[config.mk]
export PLATFORM = sky130hd
export DESIGN_NAME = key_debounce_multi_flat
export DESIGN_NICKNAME = d
export VERILOG_FILES = /design/src/rtl/key_debounce_multi_pkg.sv /design/src/rtl/key_debounce_multi_if.sv /design/src/rtl/key_debounce_multi_chan.sv /design/src/rtl/key_debounce_multi.sv /design/src/flat_wrapper.sv
export SDC_FILE = /design/constraint.sdc
export NUM_CORES = 1
export LEC_CHECK = 0
export BUFFER_PORTS_ARGS = -buffer_cell sky130_fd_sc_hd__buf_2
export CAP_MARGIN = 40
export CORE_MARGIN = 10
export CORE_UTILIZATION = 40
export CTS_CLUSTER_SIZE = 30
export DETAILED_ROUTE_END_ITERATION = 10
export GPL_TIMING_DRIVEN = 1
export PLACE_DENSITY = 0.58
export SLEW_MARGIN = 0
export SYNTH_ARGS = -nofsm -noshare
export SYNTH_HDL_FRONTEND = slang
export SYNTH_SLANG_ARGS = --single-unit
export TNS_END_PERCENT = 1
[constraint.sdc]
create_clock -name system_clk -period 19.45 [get_ports system_clk]
set_input_delay 3.89 -clock system_clk [delete_from_list [all_inputs] [get_ports system_clk]]
set_output_delay 3.89 -clock system_clk [all_outputs]
set_load 0.02 [all_outputs]
[src/rtl/key_debounce_multi_pkg.sv]
// Shared types and sizing helpers for the multi-channel key debouncer.
package key_pkg;

    typedef enum logic [1:0] {
        IDLE_REL   = 2'd0,
        PEND_PRESS = 2'd1,
        HELD       = 2'd2,
        PEND_REL   = 2'd3
    } chan_state_e;

    // Bits needed to hold 0..max_val; never narrower than one bit.
    function automatic int unsigned cnt_width(input int unsigned max_val);
        if (max_val == 0) begin
            return 1;
        end
        return $clog2(64'(max_val) + 64'd1);
    endfunction

endpackage

[src/rtl/key_debounce_multi_if.sv]
// Key pins in, debounced levels and event pulses out.
interface key_debounce_multi_if #(
    parameter int unsigned NUM_KEYS = 4
);
    logic [NUM_KEYS-1:0] key_in;
    logic [NUM_KEYS-1:0] key_state;
    logic [NUM_KEYS-1:0] key_press;
    logic [NUM_KEYS-1:0] key_release;
    logic [NUM_KEYS-1:0] key_long;

    modport master (
        output key_in,
        input  key_state,
        input  key_press,
        input  key_release,
        input  key_long
    );

    modport slave (
        input  key_in,
        output key_state,
        output key_press,
        output key_release,
        output key_long
    );
endinterface

[src/rtl/key_debounce_multi_chan.sv]
// One key channel: synchroniser, debounce counter, channel FSM and long-press timer.
module key_debounce_chan
    import key_pkg::*;
#(
    parameter int unsigned DEBOUNCE_CYCLES   = 1000000,
    parameter int unsigned LONG_PRESS_CYCLES = 50000000,
    parameter int unsigned SYNC_STAGES       = 2,
    parameter int unsigned ACTIVE_LOW        = 1
) (
    input  logic clk,
    input  logic rst,
    input  logic key_in,
    output logic key_state,
    output logic key_press,
    output logic key_release,
    output logic key_long
);

    localparam int unsigned   DB_W    = cnt_width(DEBOUNCE_CYCLES);
    localparam logic [DB_W-1:0] DB_LAST = DB_W'(DEBOUNCE_CYCLES - 1);
    localparam logic          REL_LVL = (ACTIVE_LOW != 0) ? 1'b1 : 1'b0;

    logic [SYNC_STAGES-1:0] sync_q, sync_d;
    logic [DB_W-1:0]        db_cnt_q, db_cnt_d;
    chan_state_e            state_q, state_d;
    logic                   key_state_q, key_state_d;
    logic                   press_q, press_d;
    logic                   release_q, release_d;
    logic                   pressed_c, diff_c, done_c;

    // Debounce datapath and channel FSM next-state.
    always_comb begin
        sync_d      = {sync_q[SYNC_STAGES-2:0], key_in};
        pressed_c   = sync_q[SYNC_STAGES-1] ^ REL_LVL;
        diff_c      = (pressed_c != key_state_q);
        done_c      = diff_c && (db_cnt_q == DB_LAST);
        db_cnt_d    = (diff_c && !done_c) ? db_cnt_q + DB_W'(1) : '0;
        key_state_d = key_state_q ^ done_c;
        press_d     = done_c & ~key_state_q;
        release_d   = done_c & key_state_q;
        state_d     = state_q;
        unique case (state_q)
            IDLE_REL: begin
                if (done_c)      state_d = HELD;
                else if (diff_c) state_d = PEND_PRESS;
            end
            PEND_PRESS: begin
                if (!diff_c)     state_d = IDLE_REL;
                else if (done_c) state_d = HELD;
            end
            HELD: begin
                if (done_c)      state_d = IDLE_REL;
                else if (diff_c) state_d = PEND_REL;
            end
            PEND_REL: begin
                if (!diff_c)     state_d = HELD;
                else if (done_c) state_d = IDLE_REL;
            end
            default: state_d = IDLE_REL;
        endcase
    end

    // Synchroniser resets to the released pin level so reset release is silent.
    always_ff @(posedge clk or posedge rst) begin
        if (rst) begin
            sync_q      <= {SYNC_STAGES{REL_LVL}};
            db_cnt_q    <= '0;
            state_q     <= IDLE_REL;
            key_state_q <= 1'b0;
            press_q     <= 1'b0;
            release_q   <= 1'b0;
        end else begin
            sync_q      <= sync_d;
            db_cnt_q    <= db_cnt_d;
            state_q     <= state_d;
            key_state_q <= key_state_d;
            press_q     <= press_d;
            release_q   <= release_d;
        end
    end

    assign key_state   = key_state_q;
    assign key_press   = press_q;
    assign key_release = release_q;

    if (LONG_PRESS_CYCLES > 0) begin : g_long
        localparam int unsigned     LP_W    = cnt_width(LONG_PRESS_CYCLES);
        localparam logic [LP_W-1:0] LP_LAST = LP_W'(LONG_PRESS_CYCLES);

        logic [LP_W-1:0] lp_cnt_q, lp_cnt_d;
        logic            fired_q, fired_d;
        logic            long_q, long_d;

        // Counts while pressed and not yet fired, including during a pending release.
        always_comb begin
            lp_cnt_d = lp_cnt_q;
            fired_d  = fired_q;
            long_d   = 1'b0;
            if (press_d) begin
                lp_cnt_d = '0;
            end else if (key_state_q && !fired_q) begin
                lp_cnt_d = lp_cnt_q + LP_W'(1);
                if (lp_cnt_d == LP_LAST) begin
                    long_d  = 1'b1;
                    fired_d = 1'b1;
                end
            end
            if (release_d) begin
                fired_d = 1'b0;
            end
        end

        always_ff @(posedge clk or posedge rst) begin
            if (rst) begin
                lp_cnt_q <= '0;
                fired_q  <= 1'b0;
                long_q   <= 1'b0;
            end else begin
                lp_cnt_q <= lp_cnt_d;
                fired_q  <= fired_d;
                long_q   <= long_d;
            end
        end

        assign key_long = long_q;
    end else begin : g_no_long
        assign key_long = 1'b0;
    end

endmodule

[src/rtl/key_debounce_multi.sv]
// Multi-channel key debouncer: NUM_KEYS independent channels side by side.
module key_debounce_multi
    import key_pkg::*;
#(
    parameter int unsigned NUM_KEYS          = 4,
    parameter int unsigned DEBOUNCE_CYCLES   = 1000000,
    parameter int unsigned LONG_PRESS_CYCLES = 50000000,
    parameter int unsigned SYNC_STAGES       = 2,
    parameter int unsigned ACTIVE_LOW        = 1
) (
    input  logic                 system_clk,
    input  logic                 system_rst,
    key_debounce_multi_if.slave  kif
);

    logic [NUM_KEYS-1:0] state_w;
    logic [NUM_KEYS-1:0] press_w;
    logic [NUM_KEYS-1:0] release_w;
    logic [NUM_KEYS-1:0] long_w;

    for (genvar i = 0; i < NUM_KEYS; i++) begin : g_chan
        key_debounce_chan #(
            .DEBOUNCE_CYCLES   (DEBOUNCE_CYCLES),
            .LONG_PRESS_CYCLES (LONG_PRESS_CYCLES),
            .SYNC_STAGES       (SYNC_STAGES),
            .ACTIVE_LOW        (ACTIVE_LOW)
        ) u_chan (
            .clk         (system_clk),
            .rst         (system_rst),
            .key_in      (kif.key_in[i]),
            .key_state   (state_w[i]),
            .key_press   (press_w[i]),
            .key_release (release_w[i]),
            .key_long    (long_w[i])
        );
    end

    assign kif.key_state   = state_w;
    assign kif.key_press   = press_w;
    assign kif.key_release = release_w;
    assign kif.key_long    = long_w;

endmodule

[src/flat_wrapper.sv]
// flat-port wrapper written by rule: the top's interface ports become plain ports
module key_debounce_multi_flat import key_pkg::*;
#(
    parameter int unsigned NUM_KEYS          = 4,
    parameter int unsigned DEBOUNCE_CYCLES   = 1000000,
    parameter int unsigned LONG_PRESS_CYCLES = 50000000,
    parameter int unsigned SYNC_STAGES       = 2,
    parameter int unsigned ACTIVE_LOW        = 1
)
  (system_clk, system_rst, kif_key_in, kif_key_state, kif_key_press, kif_key_release, kif_key_long);
  key_debounce_multi_if #(.NUM_KEYS(NUM_KEYS)) kif_i ();
  input  logic system_clk;
  input  logic system_rst;
  input wire logic [$bits(kif_i.key_in)-1:0] kif_key_in;
  output wire logic [$bits(kif_i.key_state)-1:0] kif_key_state;
  output wire logic [$bits(kif_i.key_press)-1:0] kif_key_press;
  output wire logic [$bits(kif_i.key_release)-1:0] kif_key_release;
  output wire logic [$bits(kif_i.key_long)-1:0] kif_key_long;
  assign kif_i.key_in = kif_key_in;
  assign kif_key_state = kif_i.key_state;
  assign kif_key_press = kif_i.key_press;
  assign kif_key_release = kif_i.key_release;
  assign kif_key_long = kif_i.key_long;
  key_debounce_multi #(.NUM_KEYS(NUM_KEYS), .DEBOUNCE_CYCLES(DEBOUNCE_CYCLES), .LONG_PRESS_CYCLES(LONG_PRESS_CYCLES), .SYNC_STAGES(SYNC_STAGES), .ACTIVE_LOW(ACTIVE_LOW)) u_core (.system_clk(system_clk), .system_rst(system_rst), .kif(kif_i));
endmodule
==> flow_summary.toml <==
[hold_path]
hold_path_class = "reg -> reg"
min_path_cells = 0
holdCritStartpoint = "u_core.g_chan[3].u_chan.sync_q[0]$_DFF_PP1_"

[yosys]
yosysSeqAreaShare = 0.481
synth.avg_cell_area_um2 = 9.29
ys_async_sr_fraction = 1.00
yosysTopAreaCellShare = 0.462
yosysTopAreaCell = "dfrtp_1"
synth.area.top_cells = "dfrtp_1 46%, xor2_1 8.1%, nor2_1 7.8%"
synth_edf_count = 0
ys_warn_count = 0
synthesis.instances = 1189
syn_area_um2 = 11000
ys_ff_latch = 212
syn-num-nets = 1211
synth.most_common_cell = "nor2_1"
yosysUniqueCellTypes = 63
synthFlopType = "dfrtp_1"
synthTopCellsByCount = "229 x nor2_1, 204 x dfrtp_1, 102 x xor2_1"

[setup_path]
max_stage_delay_ps = 440
cp.buffers_inverters = 1
r2r_setup_slack_ps = 16340
rr_worst_depth = 12
cp.required_ps = 15560
cp-start-kind = "register"
path_depth = 1
cp-end-kind = "primary output"
slowest_stage = "dfrtp_1"
critPathKind = "reg -> out"
crit_chain = "buf_2"
critPathTopFamily = "flip-flops"
cp_max_fo = 6
startpoint = "u_core.g_chan[1].u_chan.key_state$_DFF_PP0_"
arrival_ps = 1210
r2r_start = "u_core.g_chan[2].u_chan.db_cnt_q[0]$_DFF_PP0_"

[timing]
fin_ws_ps = 14350
period_minus_slack_ps = 5100
max_freq_mhz = 196
worstMarginPinSlew_ps = 866
period_share = 0.262
rsz0062_at_grt = "no"
hold_viol_final = 0
fin_skew_ps = 11.7
setup_violations = 0
maxSlewHeadroom = 0.418
tns_ps = 0
final-max-slew-violation-count = 0
timing.hold.ws_ps = 354

[routing]
route.detailed.drc = 0
vias_per_cell = 5.19
ant_nets = 0
routed_wirelength_um = 20900
firstDrtPassIters = 4
drtIter0Drc = 571
vias = 8021
wl_per_cell_um = 13.5

[grt]
grt_max_degree = 97
grt_pass1_wl_um = 36900
met2_usage = 0.196
met1_usage = 0.168
grt_usage = 0.123
grt_pass1_vias = 7784
grt-busiest-layer = "met2"
antenna_found_initial = 0
grt-ovfl-total = 0
grtUsageMet3 = 0.0211

[layout]
stdcell_count = 1546
multi_input_area_um2 = 5300
utilization = 0.453
area_growth_pct = 10.9
final-seq-area_um2 = 5320
final_area_um2 = 12200
fill_cells = 2598
final_nets = 1207
drive_above_1_share = 0.0805
antennaDiodeCount = 0

[place]
dp_slack_ps = 14100
place_area_um2 = 11400
dp_cells = 1498
io_buffers = 21
place_congestion = 0.827
hpwl_um = 13500

[clock_network]
htreeDepth = 1
cts_tree = "built"
cts_setup_buffers = 0
clkTransAtPathRegs_ps = 60
clock_path_buffers = 3
cts_hold_buf = 0
root_buffer = "clkbuf_16"
cts_resized = 0
numCtsBuffers = 26
cts_sinks = 212
clock_latency_ps = 530

[die]
die_h_um = 186
rows = 60
core_area_um2 = 27000
die_area_um2 = 34700
start_util = 0.409
ios = 22
die_w_um = 186

[run]
drv_cap = 0

[run_status]
status = "complete, no violations"

[power]
p_leak_nw = 5.40
irDropWorstVdd_mv = 0.0546
p_per_area_nw_per_um2 = 77.0
p_total_mw = 0.942
==> kinds of logic (layout without fill, tap and decap cells) <==
group,count (synthesis),in the layout,synth area share
flops,212,212,0.481
xor+xnor,181,181,0.144
compound gates,73,73,0.0441
mux,7,7,0.00646
buf+inv,94,110,0.0385
fa+ha+maj,16,16,0.0181
simple gates,606,606,0.268
==> layout make-up <==
cell class	instances	share of cell area
clock buffer	33	0.0586
clock inverter	15	0.0119
inverter	33	0.0107
multi-input combinational	883	0.433
sequential	212	0.434
tap	341	0.0348
timing repair buffer	29	0.0168
==> placed cells by master (no fill, tap or decap), types with 4 or more instances in the layout <==
| master | instances |
|---|---|
| mux2i_1 | 6 |
| buf_2 | 21 |
| a31oi_1 | 5 |
| nor4b_1 | 4 |
| clkbuf_16 | 26 |
| nor3_1 | 32 |
| and2_1 | 5 |
| nand4b_1 | 4 |
| buf_4 | 6 |
| or3_1 | 12 |
| and3_1 | 40 |
| ha_1 | 16 |
| nor2_1 | 229 |
| nor4_1 | 14 |
| clkbuf_8 | 4 |
| clkinv_2 | 10 |
| nand3_1 | 89 |
| nand4_1 | 50 |
| inv_1 | 32 |
| nand2_1 | 82 |
| and4_1 | 11 |
| o21ai_0 | 17 |
| dfstp_2 | 8 |
| nand2b_1 | 9 |
| xnor2_1 | 79 |
| dfrtp_1 | 204 |
| a21oi_1 | 25 |
| xor2_1 | 102 |
==> power by group <==
| group | switching [mW] | internal (mW) | total [mW] |
|---|---|---|---|
| sequential | 0.00235 | 0.445 | 0.447 |
| combinational | 0.0131 | 0.00401 | 0.0171 |
| clock | 0.190 | 0.288 | 0.478 |
==> final timing paths <==
kind | to
worst max-delay path | kif_key_state[1]
worst min-delay path | u_core.g_chan[3].u_chan.sync_q[1]$_DFF_PP1_
worst max register to register | u_core.g_chan[2].u_chan.g_long.fired_q$_DFFE_PP0P_
worst min register to register | u_core.g_chan[3].u_chan.sync_q[1]$_DFF_PP1_
max in group asynchronous | u_core.g_chan[2].u_chan.g_long.lp_cnt_q[20]$_DFFE_PP0P_
min in group asynchronous | u_core.g_chan[1].u_chan.key_long$_DFF_PP0_
==> per-layer routing <==
metal,vias to the layer above,share of wire
li1,4033,-
met1,3860,0.50
met2,84,0.45
met3,44,0.034
met4,0,0.023
met5,-,0
==> registers in the layout, summed over array words and instances (netlist names) <==
name / cells
u_core.g_chan.u_chan.sync_q: 8
u_core.g_chan.u_chan.key_release: 4
u_core.g_chan.u_chan.db_cnt_q: 80
u_core.g_chan.u_chan.g_long.lp_cnt_q: 104
u_core.g_chan.u_chan.key_state: 4
u_core.g_chan.u_chan.key_long: 4
u_core.g_chan.u_chan.g_long.fired_q: 4
u_core.g_chan.u_chan.key_press: 4
Note: power is estimated with default switching activity, not from simulation.
